`config.mk`:
```
export PLATFORM = sky130hd
export DESIGN_NAME = posit_encoder
export DESIGN_NICKNAME = d
export VERILOG_FILES = /design/src/rtl/posit_pkg.sv /design/src/rtl/posit_round_rne.sv /design/src/rtl/posit_encoder.sv
export SDC_FILE = /design/constraint.sdc
export NUM_CORES = 1
export LEC_CHECK = 0
export BUFFER_PORTS_ARGS = -buffer_cell sky130_fd_sc_hd__buf_2
export CAP_MARGIN = 20
export CORE_AREA = 10 10 168 170
export CTS_CLUSTER_DIAMETER = 100
export DETAILED_ROUTE_END_ITERATION = 7
export DIE_AREA = 0 0 178 180
export PLACE_DENSITY = 0.5
export SLEW_MARGIN = 25
export SYNTH_ARGS = -nofsm -noshare
export SYNTH_HDL_FRONTEND = slang
export SYNTH_SLANG_ARGS = --single-unit
```
`constraint.sdc`:
```
create_clock -name clk -period 6.1 [get_ports clk]
set_clock_uncertainty 0.15 [all_clocks]
set_input_delay 0.61 -clock clk [delete_from_list [all_inputs] [get_ports clk]]
set_output_delay 0.61 -clock clk [all_outputs]
set_load 0.01 [all_outputs]
```
`src/rtl/posit_pkg.sv`:
```
// posit_pkg -- shared constants for the 32-bit, es=3 posit datapath.
//   Posit geometry (N, ES), special encodings, encoder frame/magnitude
//   widths, encoder state encodings, regime clamp limits and a helper
//   that derives the regime run length from k.
package posit_pkg;

  localparam int unsigned N       = 32;
  localparam int unsigned ES      = 3;
  localparam int unsigned MAG_W   = N - 1;              // magnitude bits below the sign
  localparam int unsigned FRAME_W = ES + MAG_W + MAG_W; // exp + fraction + room for regime

  localparam logic [N-1:0] POSIT_MAXPOS = 32'h7FFF_FFFF;
  localparam logic [N-1:0] POSIT_MINPOS = 32'h0000_0001;
  localparam logic [N-1:0] POSIT_NAR    = 32'h8000_0000;
  localparam logic [N-1:0] POSIT_ZERO   = 32'h0000_0000;

  localparam logic signed [5:0] K_MAX = 6'sd30;
  localparam logic signed [5:0] K_MIN = -6'sd31;

  localparam logic [1:0] ST_IDLE     = 2'd0;
  localparam logic [1:0] ST_REGIME   = 2'd1;
  localparam logic [1:0] ST_ROUND    = 2'd2;
  localparam logic [1:0] ST_COMPLETE = 2'd3;

  // Regime run length: k+2 for k>=0, 1-k for k<0 (6-bit wraparound is exact here).
  function automatic logic [5:0] regime_len(input logic [5:0] k);
    if (!k[5]) return k + 6'd2;
    else       return 6'd1 - k;
  endfunction

endpackage

```
`src/rtl/posit_round_rne.sv`:
```
// posit_round_rne -- combinational round-to-nearest-even of a 31-bit posit
// magnitude, saturating to maxpos and never returning zero.
//   mag         in  31  truncated magnitude
//   guard       in  1   first discarded bit
//   sticky      in  1   OR of all further discarded bits
//   mag_rounded out 31  rounded magnitude
//   inexact     out 1   any discarded bit was set
//   overflow    out 1   rounding carried out of, or up onto, maxpos
module posit_round_rne
  import posit_pkg::*;
(
  input  logic [MAG_W-1:0] mag,
  input  logic             guard,
  input  logic             sticky,
  output logic [MAG_W-1:0] mag_rounded,
  output logic             inexact,
  output logic             overflow
);

  logic           inc;
  logic [MAG_W:0] sum;

  always_comb begin
    inc = guard & (sticky | mag[0]);
    sum = {1'b0, mag} + {{MAG_W{1'b0}}, inc};
    if (sum[MAG_W])
      mag_rounded = POSIT_MAXPOS[MAG_W-1:0];
    else if (sum[MAG_W-1:0] == '0)
      mag_rounded = POSIT_MINPOS[MAG_W-1:0];
    else
      mag_rounded = sum[MAG_W-1:0];
    inexact = guard | sticky;
    // Rounding up onto the all-ones magnitude means the value has been pushed
    // into maxpos, so it is reported the same way as a carry-out clamp.
    overflow = inc & (&mag[MAG_W-1:1]);
  end

endmodule

```
`src/rtl/posit_encoder.sv`:
```
// posit_encoder -- packs decoded {sign, k, exp, mantissa} into a 32-bit posit
// (es=3). The regime is inserted serially one bit per cycle, then the
// magnitude is rounded (RNE) and two's-complemented for negative results.
//   clk        in   1   clock, rising edge
//   rst        in   1   asynchronous active-low reset
//   start      in   1   request, sampled only when idle
//   sign       in   1   result sign
//   k          in   6   signed regime value
//   exp_value  in   3   exponent field
//   mantissa   in   32  bit31 hidden 1, fraction in [30:0]
//   zero_in    in   1   force 0x00000000
//   nar_in     in   1   force 0x80000000 (wins over zero_in)
//   posit_num  out  32  encoded posit, held until the next result
//   done       out  1   one-cycle pulse when posit_num is updated
//   busy       out  1   high whenever not idle
// Optional (POSIT_ENC_FLAGS_EN defined):
//   inexact    out  1   discarded bits were non-zero
//   saturated  out  1   k clamp or rounding clamp to maxpos
module posit_encoder
  import posit_pkg::*;
(
  input  logic          clk,
  input  logic          rst,
  input  logic          start,
  input  logic          sign,
  input  logic [5:0]    k,
  input  logic [2:0]    exp_value,
  input  logic [31:0]   mantissa,
  input  logic          zero_in,
  input  logic          nar_in,
  output logic [N-1:0]  posit_num,
  output logic          done,
  output logic          busy
`ifdef POSIT_ENC_FLAGS_EN
  ,
  output logic          inexact,
  output logic          saturated
`endif
);

  logic [1:0]         state;
  logic [FRAME_W-1:0] frame;
  logic [5:0]         cnt;
  logic [5:0]         r_len;
  logic               k_neg;
  logic               sign_q;
  logic               special_q;
  logic [N-1:0]       special_val;
  logic [MAG_W-1:0]   mag_q;
  logic               regime_bit;

  logic signed [5:0]  k_s;
  logic [MAG_W-1:0]   rnd_mag;
  logic               rnd_inexact;
  logic               rnd_overflow;
  logic               unused_hidden;

  assign k_s           = k;
  assign unused_hidden = mantissa[31];
  assign busy          = (state != ST_IDLE);

  // Bits are pushed in at the MSB, so the terminating bit goes first and the
  // run of repeated bits follows, leaving the regime MSB-first after r shifts.
  assign regime_bit = (cnt == 6'd0) ? k_neg : ~k_neg;

  posit_round_rne u_round (
    .mag         (frame[FRAME_W-1 -: MAG_W]),
    .guard       (frame[FRAME_W-1-MAG_W]),
    .sticky      (|frame[FRAME_W-2-MAG_W:0]),
    .mag_rounded (rnd_mag),
    .inexact     (rnd_inexact),
    .overflow    (rnd_overflow)
  );

`ifdef POSIT_ENC_FLAGS_EN
  logic inexact_p;
  logic saturated_p;
`endif

  // Special operands also pass through ROUND (without rounding) so every
  // result leaves from the same ROUND -> COMPLETE tail.
  always_ff @(posedge clk or negedge rst) begin
    if (!rst) begin
      state       <= ST_IDLE;
      frame       <= '0;
      cnt         <= '0;
      r_len       <= '0;
      k_neg       <= 1'b0;
      sign_q      <= 1'b0;
      special_q   <= 1'b0;
      special_val <= '0;
      mag_q       <= '0;
      posit_num   <= '0;
      done        <= 1'b0;
`ifdef POSIT_ENC_FLAGS_EN
      inexact_p   <= 1'b0;
      saturated_p <= 1'b0;
      inexact     <= 1'b0;
      saturated   <= 1'b0;
`endif
    end else begin
      done <= 1'b0;
      case (state)
        ST_IDLE: begin
          if (start) begin
            sign_q    <= sign;
            k_neg     <= k[5];
            special_q <= 1'b1;
`ifdef POSIT_ENC_FLAGS_EN
            inexact_p   <= 1'b0;
            saturated_p <= 1'b0;
`endif
            if (nar_in) begin
              special_val <= POSIT_NAR;
              state       <= ST_ROUND;
            end else if (zero_in) begin
              special_val <= POSIT_ZERO;
              state       <= ST_ROUND;
            end else if (k_s >= K_MAX) begin
              special_val <= sign ? (POSIT_ZERO - POSIT_MAXPOS) : POSIT_MAXPOS;
              state       <= ST_ROUND;
`ifdef POSIT_ENC_FLAGS_EN
              saturated_p <= 1'b1;
`endif
            end else if (k_s <= K_MIN) begin
              special_val <= sign ? (POSIT_ZERO - POSIT_MINPOS) : POSIT_MINPOS;
              state       <= ST_ROUND;
`ifdef POSIT_ENC_FLAGS_EN
              saturated_p <= 1'b1;
`endif
            end else begin
              special_q <= 1'b0;
              frame     <= {exp_value, mantissa[30:0], {MAG_W{1'b0}}};
              r_len     <= regime_len(k);
              cnt       <= '0;
              state     <= ST_REGIME;
            end
          end
        end
        ST_REGIME: begin
          frame <= {regime_bit, frame[FRAME_W-1:1]};
          cnt   <= cnt + 6'd1;
          if (cnt == r_len - 6'd1)
            state <= ST_ROUND;
        end
        ST_ROUND: begin
          if (!special_q) begin
            mag_q <= rnd_mag;
`ifdef POSIT_ENC_FLAGS_EN
            inexact_p   <= rnd_inexact;
            saturated_p <= rnd_overflow;
`endif
          end
          state <= ST_COMPLETE;
        end
        default: begin
          if (special_q)
            posit_num <= special_val;
          else
            posit_num <= sign_q ? (POSIT_ZERO - {1'b0, mag_q}) : {1'b0, mag_q};
          done  <= 1'b1;
          state <= ST_IDLE;
`ifdef POSIT_ENC_FLAGS_EN
          inexact   <= inexact_p;
          saturated <= saturated_p;
`endif
        end
      endcase
    end
  end

`ifndef POSIT_ENC_FLAGS_EN
  logic unused_flags;
  assign unused_flags = rnd_inexact | rnd_overflow;
`endif

endmodule

```
==> qor.yml <==
outcome:
  outcome: "complete, no violations"
power_and_ir_drop:
  combPwrFrac: 0.381
  swShare: 0.4067
  internal_power_mw: 2.731
  p_per_area_nw_per_um2: 492.3
  power_leakage_nw: 4.137
  sequentialPowerShare: 0.390
  ir_drop_mv: 0.2101
  p_clk_frac: 0.230
  switching_power_mw: 1.872
yosys:
  synth_edf_count: 0
  synthDistinctLibCells: 52
  synthArstFlopShare: 1.000
  ys_ff_latch: 149
  synth-main-ff-cell: "dfrtp_1"
  synth_fp_nets: 970
  synth_area_um2: 8059
  synth_area_leaders: "dfrtp_1 46%, nand2_1 6.9%, xnor2_1 5.8%"
  synth_area_leader_cell: "dfrtp_1"
  yosysWarnings: 0
  seq_area_frac_synth: 0.4627
  yosys-top-cells-count: "149 x dfrtp_1, 148 x nand2_1, 72 x nor2_1, 60 x o21ai_0, 54 x clkbuf_1"
  syn_inst: 911
  synthMostInstantiatedCell: "dfrtp_1"
  syn_area_per_cell_um2: 8.846
  synth_top_cell_area_share: 0.4627
sta:
  slew_violations: 0
  min_period_over_period: 0.5173
  setup_tns_ns: 0
  clock.fmax_ghz: 0.3169
  holdWs_ns: 0.2547
  relSlewSlack: 0.3695
  final-setup-viol-count: 0
  hold_viol_final: 0
  tightest_slew_ns: 0.9458
  fin_crit_ns: 3.156
  rsz0062_at_grt: "no"
setup_path:
  start_kind: "register"
  critPathRequiredTime_ns: 6.23
  worstSetupPathType: "register to register"
  cp_data_arrival_time_ns: 3.28
  cp-end-kind: "register"
  crit_fanout: 67
clock_tree:
  clk_pin_slew_ns: 0.07
  htree_levels: 4
  clock_latency_ns: 0.43
  clk_path_buf_depth: 2
  cts_sinks: 149
  root_buffer: "clkbuf_16"
  cts_tree: "yes"
  cts_buffers: 17
floorplan:
  die_y_um: 180
  coreArea_um2: 24890
  std_cell_rows: 58
  die_width_um: 178
  ioPinCount: 81
  die_area_um2: 32040
  start_util: 0.3238
cells_and_area:
  drive_gt1_frac: 0.1526
  area_delta_synth_final_pct: 16.01
  fin_util: 0.3756
  fillers: 2567
  nNetsFinal: 1016
route:
  dr.pass1.iters: 4
  drc_errors: 0
  viasPerCell: 4.802
  ant_nets: 0
  num_vias: 6248
  wl_per_cell_um: 14.90
  routed_wl_mm: 19.38
  dr.first_iter.drc_count: 515
min_path:
  hold_class: "primary input to register"
placement:
  gp_congestion: 0.7817
  hpwl_mm: 13.81
  port_buffers: 79
run:
  cap_violations: 0
grt:
  grt_start_max_net_pins: 71
  grt_pass1_wl_mm: 32.87
  grt_pass1_vias: 6229
  grt_overflow: 0
  gr-usage-all-layers: 0.1244
  antenna_found_initial: 2
final timing paths:
check | cells after the start | end | startpoint | slack (ns)
max in group asynchronous | 3 | frame[43] | rst | 4.29
setup / recovery | 8 | frame[50] | state[0] | 2.94
hold / removal | 2 | special_val[30] | nar_in | 0.25
hold reg to reg | 2 | frame[0] | frame[0] | 0.33
min in group asynchronous | 2 | mag_q[22] | rst | 0.41
setup reg to reg | 8 | frame[50] | state[0] | 2.94
metrics by stage:
step / cell area [um2] / instances / worst slack (ns) / power (mW)
5_1_grt: 9349 / 1301 / 2.594 / 5.014
6_report: 9349 / 1301 / 2.944 / 4.602
3_3_place_gp: 8741 / 1267 / 2.656 / 3.564
4_1_cts: 9346 / 1300 / 2.929 / 4.678
2_1_floorplan: 8059 / 911 / 3.356 / 3.074
3_5_place_dp: 8742 / 1267 / 2.675 / 3.595
routing by layer:
metal	global-route usage	wire length [um]	part of all wire
met2	0.1789	8267	0.43
met5	0	0	0
met1	0.1773	9901	0.51
met4	0.03169	174	0.0090
met3	0.03625	1040	0.054
worst max-delay path: stages, from the launching register on:
cell     delay (ns)
dfrtp_1        0.46
inv_1          0.10
ha_1           0.28
nand2_1        0.24
nor3_1         0.07
buf_4          0.20
a21oi_4        0.67
buf_4          0.61
o21ai_0        0.20
power groups by stage:
stage                     Sequential, mW  Combinational, mW  Clock, mW
final                               1.79               1.75       1.06
after global routing                1.87               2.02       1.13
after CTS                           1.80               1.79       1.09
after detailed placement            1.81               1.78          0
after global placement              1.80               1.76          0
after floorplan                     1.64               1.43          0
registers in the layout, indices dropped and copies added (netlist names):
register and flops:
state 2, r_len 6, sign_q 1, posit_num 32
k_neg 1, special_q 1, frame 65, cnt 6
mag_q 31, done 1, special_val 3
cells by family (layout without fill, tap and decap cells):
| family | after synthesis | count (layout) | share of synthesized area |
|---|---|---|---|
| AOI/OAI and AO/OA | 170 | 170 | 0.1292 |
| xor gates and xnor gates | 79 | 79 | 0.08586 |
| adders and majority gates | 12 | 12 | 0.01863 |
| buffers and inverters | 107 | 166 | 0.05015 |
| DFF | 149 | 149 | 0.4627 |
| muxes | 42 | 42 | 0.05294 |
| other | 0 | 1 | 0 |
| and+or+nand+nor | 352 | 352 | 0.2006 |
area by class of cell:
class | instances | area [um2] | area share
antenna | 1 | 2.502 | 0.0002677
clock buffer | 17 | 425.4 | 0.04550
clock inverter | 15 | 168.9 | 0.01807
inverter | 43 | 161.4 | 0.01726
multi-input combinational | 655 | 3955 | 0.4230
sequential | 149 | 3729 | 0.3988
tap | 330 | 412.9 | 0.04416
timing repair buffer | 91 | 494.2 | 0.05286
what timing repair did:
item	CTS	global route
setup buffers	0	0
hold buffers	1	0
resized for setup	0	0
setup endpoints to repair	0	0
endpoints found under the hold margin	9	0
layout by cell type (no fill, tap or decap), types with 7 or more instances in the layout:
master	instances
dfrtp_1	149
nand2_1	148
buf_2	78
nor2_1	72
o21ai_0	60
xnor2_1	53
nand3_1	45
inv_1	43
a21oi_1	40
mux2i_1	37
xor2_1	26
o22ai_1	19
clkbuf_16	17
nor3_1	16
nand4_1	12
nor4_1	12
ha_1	11
buf_4	11
o31ai_1	10
and3_1	7
nor2b_1	7
o211ai_1	7
Power figures use the tool's default switching activity.
